--- src/rtl/bus_mailbox_pkg.sv ---
`default_nettype none
// ============================================================================
// Module   : bus_mailbox_pkg
// Purpose  : Shared register offsets, STATUS field positions and bus FSM
//            states for the bus mailbox.
// Revision : 1.0 - initial release
// ============================================================================
package bus_mailbox_pkg;

    localparam logic [1:0] REG_TXDATA  = 2'd0;
    localparam logic [1:0] REG_RXDATA  = 2'd1;
    localparam logic [1:0] REG_STATUS  = 2'd2;
    localparam logic [1:0] REG_CONTROL = 2'd3;

    localparam int STATUS_TX_FULL  = 16;
    localparam int STATUS_RX_EMPTY = 17;
    localparam int STATUS_OVF      = 18;
    localparam int STATUS_UNF      = 19;

    typedef enum logic [0:0] {
        IDLE = 1'b0,
        ACK  = 1'b1
    } bus_state_t;

endpackage
`default_nettype wire

--- src/rtl/mailbox_fifo.sv ---
`default_nettype none
// ============================================================================
// Module   : mailbox_fifo
// Purpose  : Synchronous DEPTH x 32 FIFO with flush and a combinational head.
// Revision : 1.0 - initial release
// ============================================================================
module mailbox_fifo #(
    parameter  int DEPTH = 16,
    localparam int CW    = $clog2(DEPTH) + 1
) (
    input  logic          i_clock,
    input  logic          i_reset_n,
    input  logic          i_push,
    input  logic          i_pop,
    input  logic          i_flush,
    input  logic [31:0]   i_wdata,
    output logic [31:0]   o_rdata,
    output logic [CW-1:0] o_count,
    output logic          o_full,
    output logic          o_empty
);

    localparam int AW = $clog2(DEPTH);

    logic [31:0]   r_mem [DEPTH];
    logic [AW-1:0] r_wr_ptr;
    logic [AW-1:0] r_rd_ptr;
    logic [CW-1:0] r_count;
    logic          w_do_push;
    logic          w_do_pop;

    // Full/empty come from the registered count, so a push into a full FIFO
    // is refused even when a pop happens in the same cycle.
    assign o_full    = (r_count == CW'(DEPTH));
    assign o_empty   = (r_count == '0);
    assign w_do_push = i_push && !o_full;
    assign w_do_pop  = i_pop && !o_empty;
    assign o_count   = r_count;
    assign o_rdata   = r_mem[r_rd_ptr];

    always_ff @(posedge i_clock) begin
        if (w_do_push) begin
            r_mem[r_wr_ptr] <= i_wdata;
        end
    end

    always_ff @(posedge i_clock or negedge i_reset_n) begin
        if (!i_reset_n) begin
            r_wr_ptr <= '0;
            r_rd_ptr <= '0;
            r_count  <= '0;
        end else if (i_flush) begin
            r_wr_ptr <= '0;
            r_rd_ptr <= '0;
            r_count  <= '0;
        end else begin
            if (w_do_push) begin
                r_wr_ptr <= r_wr_ptr + 1'b1;
            end
            if (w_do_pop) begin
                r_rd_ptr <= r_rd_ptr + 1'b1;
            end
            case ({w_do_push, w_do_pop})
                2'b10:   r_count <= r_count + 1'b1;
                2'b01:   r_count <= r_count - 1'b1;
                default: r_count <= r_count;
            endcase
        end
    end

endmodule
`default_nettype wire

--- src/rtl/bus_mailbox.sv ---
`default_nettype none
// ============================================================================
// Module   : bus_mailbox
// Purpose  : SoC bus responder exposing a TX/RX word mailbox to a stream agent.
// Revision : 1.0 - initial release
// ============================================================================
module bus_mailbox
    import bus_mailbox_pkg::*;
#(
    parameter  int DEPTH = 16,
    localparam int CW    = $clog2(DEPTH) + 1
) (
    input  logic        i_clock,
    input  logic        i_reset_n,
    input  logic        i_request,
    input  logic        i_rw,
    input  logic [31:0] i_address,
    input  logic [31:0] i_wdata,
    output logic [31:0] o_rdata,
    output logic        o_ready,
    output logic [31:0] o_tx_data,
    output logic        o_tx_valid,
    input  logic        i_tx_ready,
    input  logic [31:0] i_rx_data,
    input  logic        i_rx_valid,
    output logic        o_rx_ready,
    output logic        o_rx_irq
);

    bus_state_t    r_state;
    logic          r_ready;
    logic [31:0]   r_rdata;
    logic          r_ovf;
    logic          r_unf;

    logic [31:0]   w_rx_head;
    logic [CW-1:0] w_tx_count;
    logic [CW-1:0] w_rx_count;
    logic          w_tx_full;
    logic          w_tx_empty;
    logic          w_rx_full;
    logic          w_rx_empty;

    logic          w_accept;
    logic [1:0]    w_sel;
    logic [31:0]   w_status;
    logic [31:0]   w_read_value;
    logic          w_tx_push;
    logic          w_rx_pop;
    logic          w_tx_flush;
    logic          w_rx_flush;
    logic          w_ovf_set;
    logic          w_unf_set;
    logic          w_ovf_clr;
    logic          w_unf_clr;
    logic          w_unused_addr;

    assign w_sel         = i_address[3:2];
    assign w_unused_addr = ^{i_address[31:4], i_address[1:0]};

    // The register action fires only on the IDLE cycle, so a held request
    // never repeats its side effect.
    assign w_accept = (r_state == IDLE) && i_request;

    always_comb begin
        w_status                  = '0;
        w_status[7:0]             = 8'(w_tx_count);
        w_status[15:8]            = 8'(w_rx_count);
        w_status[STATUS_TX_FULL]  = w_tx_full;
        w_status[STATUS_RX_EMPTY] = w_rx_empty;
        w_status[STATUS_OVF]      = r_ovf;
        w_status[STATUS_UNF]      = r_unf;
    end

    always_comb begin
        w_tx_push    = 1'b0;
        w_rx_pop     = 1'b0;
        w_tx_flush   = 1'b0;
        w_rx_flush   = 1'b0;
        w_ovf_set    = 1'b0;
        w_unf_set    = 1'b0;
        w_ovf_clr    = 1'b0;
        w_unf_clr    = 1'b0;
        w_read_value = '0;
        if (w_accept) begin
            case (w_sel)
                REG_TXDATA: begin
                    if (i_rw) begin
                        w_tx_push = 1'b1;
                        w_ovf_set = w_tx_full;
                    end
                end
                REG_RXDATA: begin
                    if (!i_rw) begin
                        w_rx_pop     = 1'b1;
                        w_unf_set    = w_rx_empty;
                        w_read_value = w_rx_empty ? 32'd0 : w_rx_head;
                    end
                end
                REG_STATUS: begin
                    if (i_rw) begin
                        w_ovf_clr = i_wdata[STATUS_OVF];
                        w_unf_clr = i_wdata[STATUS_UNF];
                    end else begin
                        w_read_value = w_status;
                    end
                end
                REG_CONTROL: begin
                    if (i_rw) begin
                        w_tx_flush = i_wdata[0];
                        w_rx_flush = i_wdata[1];
                    end
                end
            endcase
        end
    end

    always_ff @(posedge i_clock or negedge i_reset_n) begin
        if (!i_reset_n) begin
            r_state <= IDLE;
            r_ready <= 1'b0;
            r_rdata <= '0;
            r_ovf   <= 1'b0;
            r_unf   <= 1'b0;
        end else begin
            case (r_state)
                IDLE: begin
                    if (i_request) begin
                        r_state <= ACK;
                        r_ready <= 1'b1;
                        r_rdata <= w_read_value;
                    end
                end
                ACK: begin
                    if (!i_request) begin
                        r_state <= IDLE;
                        r_ready <= 1'b0;
                        r_rdata <= '0;
                    end
                end
            endcase
            if (w_ovf_clr) begin
                r_ovf <= 1'b0;
            end else if (w_ovf_set) begin
                r_ovf <= 1'b1;
            end
            if (w_unf_clr) begin
                r_unf <= 1'b0;
            end else if (w_unf_set) begin
                r_unf <= 1'b1;
            end
        end
    end

    assign o_ready    = r_ready;
    assign o_rdata    = r_rdata;
    assign o_tx_valid = !w_tx_empty;
    assign o_rx_ready = !w_rx_full;
    assign o_rx_irq   = !w_rx_empty;

    mailbox_fifo #(.DEPTH(DEPTH)) u_tx_fifo (
        .i_clock   (i_clock),
        .i_reset_n (i_reset_n),
        .i_push    (w_tx_push),
        .i_pop     (o_tx_valid && i_tx_ready),
        .i_flush   (w_tx_flush),
        .i_wdata   (i_wdata),
        .o_rdata   (o_tx_data),
        .o_count   (w_tx_count),
        .o_full    (w_tx_full),
        .o_empty   (w_tx_empty)
    );

    mailbox_fifo #(.DEPTH(DEPTH)) u_rx_fifo (
        .i_clock   (i_clock),
        .i_reset_n (i_reset_n),
        .i_push    (i_rx_valid && o_rx_ready),
        .i_pop     (w_rx_pop),
        .i_flush   (w_rx_flush),
        .i_wdata   (i_rx_data),
        .o_rdata   (w_rx_head),
        .o_count   (w_rx_count),
        .o_full    (w_rx_full),
        .o_empty   (w_rx_empty)
    );

endmodule
`default_nettype wire

--- config.mk ---
export PLATFORM = sky130hd
export DESIGN_NAME = bus_mailbox
export DESIGN_NICKNAME = d
export VERILOG_FILES = /design/src/rtl/bus_mailbox_pkg.sv /design/src/rtl/mailbox_fifo.sv /design/src/rtl/bus_mailbox.sv
export SDC_FILE = /design/constraint.sdc
export NUM_CORES = 1
export LEC_CHECK = 0
export BUFFER_PORTS_ARGS = -buffer_cell sky130_fd_sc_hd__buf_4
export CAP_MARGIN = 20
export CORE_MARGIN = 5
export CORE_UTILIZATION = 54
export DETAILED_ROUTE_END_ITERATION = 7
export GPL_ROUTABILITY_DRIVEN = 0
export GPL_TIMING_DRIVEN = 1
export PLACE_DENSITY = 0.71
export SETUP_SLACK_MARGIN = 0.5
export SYNTH_ARGS = -nofsm -noshare
export SYNTH_HDL_FRONTEND = slang
export SYNTH_SLANG_ARGS = --single-unit
--- constraint.sdc ---
create_clock -name i_clock -period 5.9 [get_ports i_clock]
set_clock_uncertainty 0.2 [all_clocks]
set_input_delay 0.59 -clock i_clock [delete_from_list [all_inputs] [get_ports i_clock]]
set_output_delay 0.59 -clock i_clock [all_outputs]
set_load 0.1 [all_outputs]
==> impl_results.md, run 1 <==
* # nets final at 2191
* Die footprint at 82860 sq um
* CP Capture Type: primary output
* Post-synth ARST share at 0.05709
* Io pins at 170
* Setup slack after layout at 1.659 ns
* Final HPWL DP at 48320 microns
* RSZ-0062 raised after global routing: no
* CTS resizes at 0
* Number of buffers created by CTS at 106
* Initial Utilization at 0.5471
* Reg2Reg Setup Slack at 2.21 ns
* Pin count of the biggest net entering global routing at 63
* Most common cell after layout, fill and taps aside: edfxtp_1
* Via Count at 19310
* Cell count after synthesis at 1806
* Via/cell ratio at 6.058
* Seq/Total Area, Yosys at 0.7748
* Critical Path AT at 3.45 ns
* Avg Cell Area, Syn at 23.08 sq um
* Gr ovfl total at 0
* CTS root buffer: clkbuf_16
* DRT Pass-1 Iters at 5
* Post-synthesis adder-cell area fraction at 0.006903
* First-iteration detailed-routing DRC count at 1756
* EDFF count, synth at 1024
* Net count after synthesis at 1931
* Die height at 287.9 microns
* Hold Crit Class: in -> reg
* CTS Buffer Depth at 3
* Initial antenna violation count at 5
* CTS tree: yes
* Syn Std Cell Area at 41690 sq um
* Total negative setup slack at 0 ns
* Fmax at 235.8 MHz
* Worst VDD drop at 385.0 uV
* WL per Instance at 27.77 microns
* Total wire length at 88540 microns
* Power Density at 455.8 nW/um^2
* Area delta synth->final at 16.15%
* Synth Area in Simple Gates at 0.01336
* Number of fill cells at 4962
* First-pass GRT wire length at 131900 microns
* Leakage at 0.01591 uW
* # rows at 101
* Worst setup SP type: flip-flop
* Yosys reg bits at 1086
* Top_reg_cell synth: edfxtp_1
* Total track usage at 0.2158
* Remaining antenna violation count after routing at 0
* Yosys cell types at 45
* Setup WS pre-CTS at 2.193 ns
* Worst slew pin tran at 1.035 ns
* Normalized max-slew margin at 0.3086
* Final min period at 4.241 ns
* Compound-cell area share of the yosys netlist at 0.01684
* Max-cap violation count at 0
* Layout cells sized above 1 at 0.3174
* Residual DRC at 0
* Worst-Skew Late Latency at 0.68 ns
* Worst Path Max Fanout at 62
* H-tree Lvls at 3
* Critical Setup Path Class: reg -> out
* Clk sink count at 1086
* Synth warnings at 0
* Die extent in x at 287.9 microns
* Worst Path Required at 5.11 ns
* Most frequent cells in the layout: edfxtp_1 (1024), mux4_2 (289), buf_4 (189), clkbuf_16 (106), mux2i_1 (66)
* Largest family of logic cells by synthesized area: multiplexers
* Multiplexer area fraction after synthesis at 0.1720
* Status: completed
* Max Slew Vio Count at 0
* Core Area at 76200 sq um
* Post-Synth XOR/XNOR Area at 0.004202
* Post CTS Setup Buffer Count at 0
* PortBufs at 139
* Vias in the first global route at 20540
* Clock transition at path regs at 0.07 ns
* Final number of hold-violating endpoints at 0
* Post-route clock period utilization at 0.7188
* Final setup vio count at 0
==> per-layer routing <==
metal / global-route usage / wire length, microns
met1: 0.2767 / 33220
met5: 0 / 33
met2: 0.3874 / 48350
met3: 0.03571 / 4838
met4: 0.05668 / 2099
==> where the power goes <==
part	internal, uW	total, uW	switching, uW
registers	8890	9450	560
logic	2250	5720	3470
clock network	4030	6890	2860
total	15200	22100	6900
==> cells in the mapped netlist, drive strengths merged, types with 4 or more instances <==
master | count | share of area
ha | 23 | 0.0069
o21ai | 5 | 0.00060
o22ai | 18 | 0.0027
a22oi | 14 | 0.0025
dfrtp | 62 | 0.037
xor2 | 12 | 0.0025
nand4 | 5 | 0.00075
mux4 | 289 | 0.16
clkbuf | 54 | 0.0049
nor3 | 6 | 0.00084
and2 | 13 | 0.0020
nand2b | 6 | 0.00090
mux2i | 66 | 0.016
a21o | 19 | 0.0034
buf | 45 | 0.0056
nand2 | 17 | 0.0015
or3 | 4 | 0.00060
edfxtp | 1024 | 0.74
a21oi | 12 | 0.0014
inv | 16 | 0.0014
nor2 | 44 | 0.0040
xnor2 | 8 | 0.0017
o221ai | 14 | 0.0029
and4 | 6 | 0.0013
==> logic make-up (layout without fill, tap and decap cells) <==
family                     count (synthesis)  in the layout
AOI/OAI and AO/OA                         98             98
other                                      0              3
DFF                                     1086           1086
xor gates and xnor gates                  20             20
buffers and inverters                    115            464
and+or+nand+nor                          109            109
adders and majority gates                 23             23
muxes                                    355            355
==> final timing paths <==
path | from | cells past startpoint | endpoint
setup / recovery | u_tx_fifo.r_rd_ptr[1]$_DFFE_PN0P_ | 4 | o_tx_data[31]
hold / removal | i_rx_data[19] | 1 | u_rx_fifo.r_mem[8][19]$_DFFE_PP_
setup reg to reg | u_rx_fifo.o_count[2]$_DFFE_PN0P_ | 11 | u_rx_fifo.o_count[4]$_DFFE_PN0P_
hold reg to reg | o_rdata[7]$_DFFE_PN0P_ | 1 | o_rdata[7]$_DFFE_PN0P_
max in group asynchronous | i_reset_n | 3 | u_rx_fifo.r_rd_ptr[0]$_DFFE_PN0P_
min in group asynchronous | i_reset_n | 2 | o_rdata[5]$_DFFE_PN0P_
==> flip-flops by register name, indices dropped and copies added (netlist names), 4 cells and up <==
register / cells
u_rx_fifo.r_rd_ptr: 4
o_rdata: 32
u_rx_fifo.r_mem: 512
u_rx_fifo.o_count: 5
u_tx_fifo.r_mem: 512
u_tx_fifo.o_count: 5
u_tx_fifo.r_rd_ptr: 4
u_tx_fifo.r_wr_ptr: 4
u_rx_fifo.r_wr_ptr: 4
==> per-stage QoR <==
stage	util	hold WS (ns)	instance area [sq um]	cells	power (uW)
after floorplan	-	0.09441	41690	1806	14010
after global placement	0.5797	0.2659	44170	2929	15280
after detailed placement	0.5797	0.2703	44170	2929	15380
after CTS	0.6350	0.002082	48390	3184	22270
after global routing	0.6354	0.02091	48420	3186	22900
final	0.6355	0.03721	48420	3188	22070
==> layout make-up <==
| type | instances | area [sq um] | area share |
|---|---|---|---|
| sequential | 1086 | 32320 | 0.6675 |
| multi-input combinational | 605 | 9021 | 0.1863 |
| clock buffer | 132 | 2810 | 0.05803 |
| timing repair buffer | 251 | 2087 | 0.04310 |
| tap | 1030 | 1289 | 0.02661 |
| clock inverter | 65 | 825.8 | 0.01705 |
| inverter | 16 | 60.06 | 0.001240 |
| antenna | 3 | 7.507 | 0.0001550 |
==> critical path, cell delays in order (launching register included) <==
cell and delay (ns):
dfrtp_4 1.03, buf_4 0.55, mux4_2 0.40, mux4_2 0.53, buf_4 0.26
==> repair_timing <==
action / CTS / global route
hold endpoints to repair: 857 / 0
hold buffers: 58 / 0
setup endpoints to repair: 0 / 0
Power figures use the tool's default switching activity.
==> run 2, diff against run 1 <==
==> constraint.sdc (replaced) <==
create_clock -name i_clock -period 4 [get_ports i_clock]
set_clock_uncertainty 0.2 [all_clocks]
set_input_delay 0.4 -clock i_clock [delete_from_list [all_inputs] [get_ports i_clock]]
set_output_delay 0.4 -clock i_clock [all_outputs]
set_load 0.1 [all_outputs]
==> run 2 against run 1 <==
Final cell count rose by 1.4%; utilization rose by 0.98 points; die area unchanged; setup slack lost 1.1 ns; sequential power increased by 46%; largest power group unchanged; global-route usage up 0.47 points; flip-flop and latch count did not move; count of clock-buffer cells in the layout shrank 1; non-clock buffer count up 50; critical path depth up 1; hold slack improved by 0.078 ns; critical endpoint is now o_tx_data[11].
==> impl_results.md, run 2 (synthesis results as in run 1) <==
* Remaining antenna violation count after routing at 0 (unchanged)
* Fmax at 291.4 MHz
* Vias in the first global route at 20560 (+0.068%)
* Critical Setup Path Class: reg -> out
* H-tree Lvls at 3 (unchanged)
* PnR Total Power at 32920 uW (+49%)
* Layout cells sized above 1 at 0.3246 (+0.007156)
* Clock transition at path regs at 0.06 ns (about the same)
* Grt met1 use at 0.2904 (+0.01365)
* Setup slack after layout at 0.5680 ns (-1.091 ns)
* Die extent in x at 287.9 microns (unchanged)
* Worst VDD drop at 361.1 uV (-6.2%)
* Residual DRC at 0 (unchanged)
* Top delay family on crit path: multiplexers
* Io pins at 170 (unchanged)
* Worst-Skew Late Latency at 0.67 ns (about the same)
* Max-cap violation count at 0 (unchanged)
* Final Cell Area at 49170 sq um (+1.5%)
* Worst Hold End: u_tx_fifo.r_rd_ptr[0]$_DFFE_PN0P_
* CP Capture Type: primary output
* Final number of hold-violating endpoints at 0 (unchanged)
* Pin count of the biggest net entering global routing at 52 (-17%)
* Met3 usage at 0.03626 (+0.0005542)
* Met2 GRT Util at 0.3904 (+0.002969)
* # rows at 101 (unchanged)
* Most frequent cells in the layout: edfxtp_1 (1024), mux4_2 (289), buf_4 (181), clkbuf_16 (111), dlygate4sd3_1 (68)
* Buffer and inverter count on the worst path at 3 (+1)
* First-iteration detailed-routing DRC count at 1759 (+0.17%)
* Max Slew Vio Count at 0 (unchanged)
* FF-to-FF End: u_tx_fifo.o_count[4]$_DFFE_PN0P_
* Die footprint at 82860 sq um (unchanged)
* Total wire length at 91240 microns (+3.0%)
* GR peak layer: met2
* WL per Instance at 28.21 microns (+1.6%)
* RSZ-0062 raised after global routing: yes
* Normalized max-slew margin at 0.2526 (-0.05604)
* Min-Delay Path Depth at 5 (+4)
* Setup WS pre-CTS at 0.6998 ns (-1.493 ns)
* Final HPWL DP at 49140 microns (+1.7%)
* Crit path cell chain: buf_4 -> buf_6 -> mux4_2 -> mux4_2 -> buf_4
* Critical Path AT at 2.83 ns (-0.62 ns)
* Area delta synth->final at 17.94%
* Number of buffers created by CTS at 105 (-0.94%)
* Total track usage at 0.2205 (+0.004729)
* WHS at 0.1151 ns (+0.07790 ns)
* Worst Path Required at 3.40 ns (-1.71 ns)
* Critical-path top delay cell: dfrtp_4
* Placed inst area at 44660 sq um (+1.1%)
* # nets final at 2240 (+2.2%)
* CTS tree: yes
* CTS Buffer Depth at 3 (unchanged)
* CTS root buffer: clkbuf_16
* Via/cell ratio at 6.072 (+0.24%)
* First-pass GRT wire length at 133800 microns (+1.4%)
* DRT Pass-1 Iters at 8 (+3)
* Final setup vio count at 0 (unchanged)
* Worst Path Max Fanout at 10 (-84%)
* Reg2Reg Launch Point: r_state$_DFF_PN0_
* Leakage at 0.01626 uW (+2.2%)
* Status: completed
* Power Density at 669.6 nW/um^2 (+47%)
* Gr ovfl total at 0 (unchanged)
* FF-to-FF path depth at 13 (+2)
* Worst slew pin tran at 1.120 ns (+0.08589 ns)
* Die height at 287.9 microns (unchanged)
* Worst setup SP type: flip-flop
* Total negative setup slack at 0 ns (unchanged)
* CP max stage delay at 0.53 ns (-0.50 ns)
* PortBufs at 139 (unchanged)
* Hold Crit Class: in -> reg
* Final min period at 3.432 ns
* Initial antenna violation count at 2 (-3)
* Worst Hold Launch: i_tx_ready
* Clk sink count at 1086 (unchanged)
* Reg2Reg Setup Slack at 0.74 ns (-1.47 ns)
* Most common cell after layout, fill and taps aside: edfxtp_1
* Initial Utilization at 0.5471 (unchanged)
* Core Area at 76200 sq um (unchanged)
* Via Count at 19640 (+1.7%)
* Post-route clock period utilization at 0.8580
run 2: report_power, final:
group / leakage (uW) / switching, uW / internal (uW)
clock: 0.00170 / 4090 / 5640
sequential: 0.0100 / 661 / 13100
combinational: 0.00453 / 5550 / 3870
total: 0.0163 / 10300 / 22600
run 2: per-layer routing:
layer  routed length, microns  vias up  share of wire
met4                     2079        2          0.023
met5                       12        -        0.00013
met1                    34710    10550           0.38
li1                         -     8286              -
met3                     5075      141          0.056
met2                    49360      659           0.54
run 2: cell type report:
cell class                      instances  area, sq um
Multi-Input combinational cell        605         9055
Inverter                               16        60.06
Timing Repair Buffer                  301         3018
Clock inverter                         64        564.3
Sequential cell                      1086        32320
Fill cell                            4990        27030
Clock buffer                          131         2859
Antenna cell                            1        2.502
Tap cell                             1030         1289
run 2: worst max-delay path by stage:
stage | endpoint | cells after the start | startpoint
global placement | u_tx_fifo.o_count[4]$_DFFE_PN0P_ | 14 | i_address[2]
finish | o_tx_data[11] | 5 | u_tx_fifo.r_rd_ptr[0]$_DFFE_PN0P_
global route | u_tx_fifo.o_count[4]$_DFFE_PN0P_ | 11 | u_tx_fifo.o_count[1]$_DFFE_PN0P_
floorplan | u_rx_fifo.r_mem[15][0]$_DFFE_PP_ | 5 | u_rx_fifo.o_count[1]$_DFFE_PN0P_
detailed placement | u_tx_fifo.o_count[4]$_DFFE_PN0P_ | 13 | i_request
CTS | o_tx_data[10] | 4 | u_tx_fifo.r_rd_ptr[0]$_DFFE_PN0P_
run 2: worst reg2reg max path, delay by kind of cell, from the launching register on:
kind,cells,cell delay [ns]
AOI/OAI and AO/OA,5,0.85
adders and majority gates,3,0.79
and+or+nand+nor,2,0.58
DFF,1,0.39
buffers and inverters,2,0.19
xor gates and xnor gates,1,0.18
run 2: timing repair:
action,CTS,global route
hold buffers,68,0
resized for setup,12,11
endpoints found under the hold margin,1070,0
gates cloned,2,4
setup buffers,6,11
pin swaps,0,0
endpoints found under the setup margin,32,29
run 2: per-stage QoR:
step                cells  utilization
floorplan            1806            -
global placement     2947       0.5860
detailed placement   2947       0.5860
CTS                  3218       0.6423
global route         3233       0.6452
finish               3234       0.6453
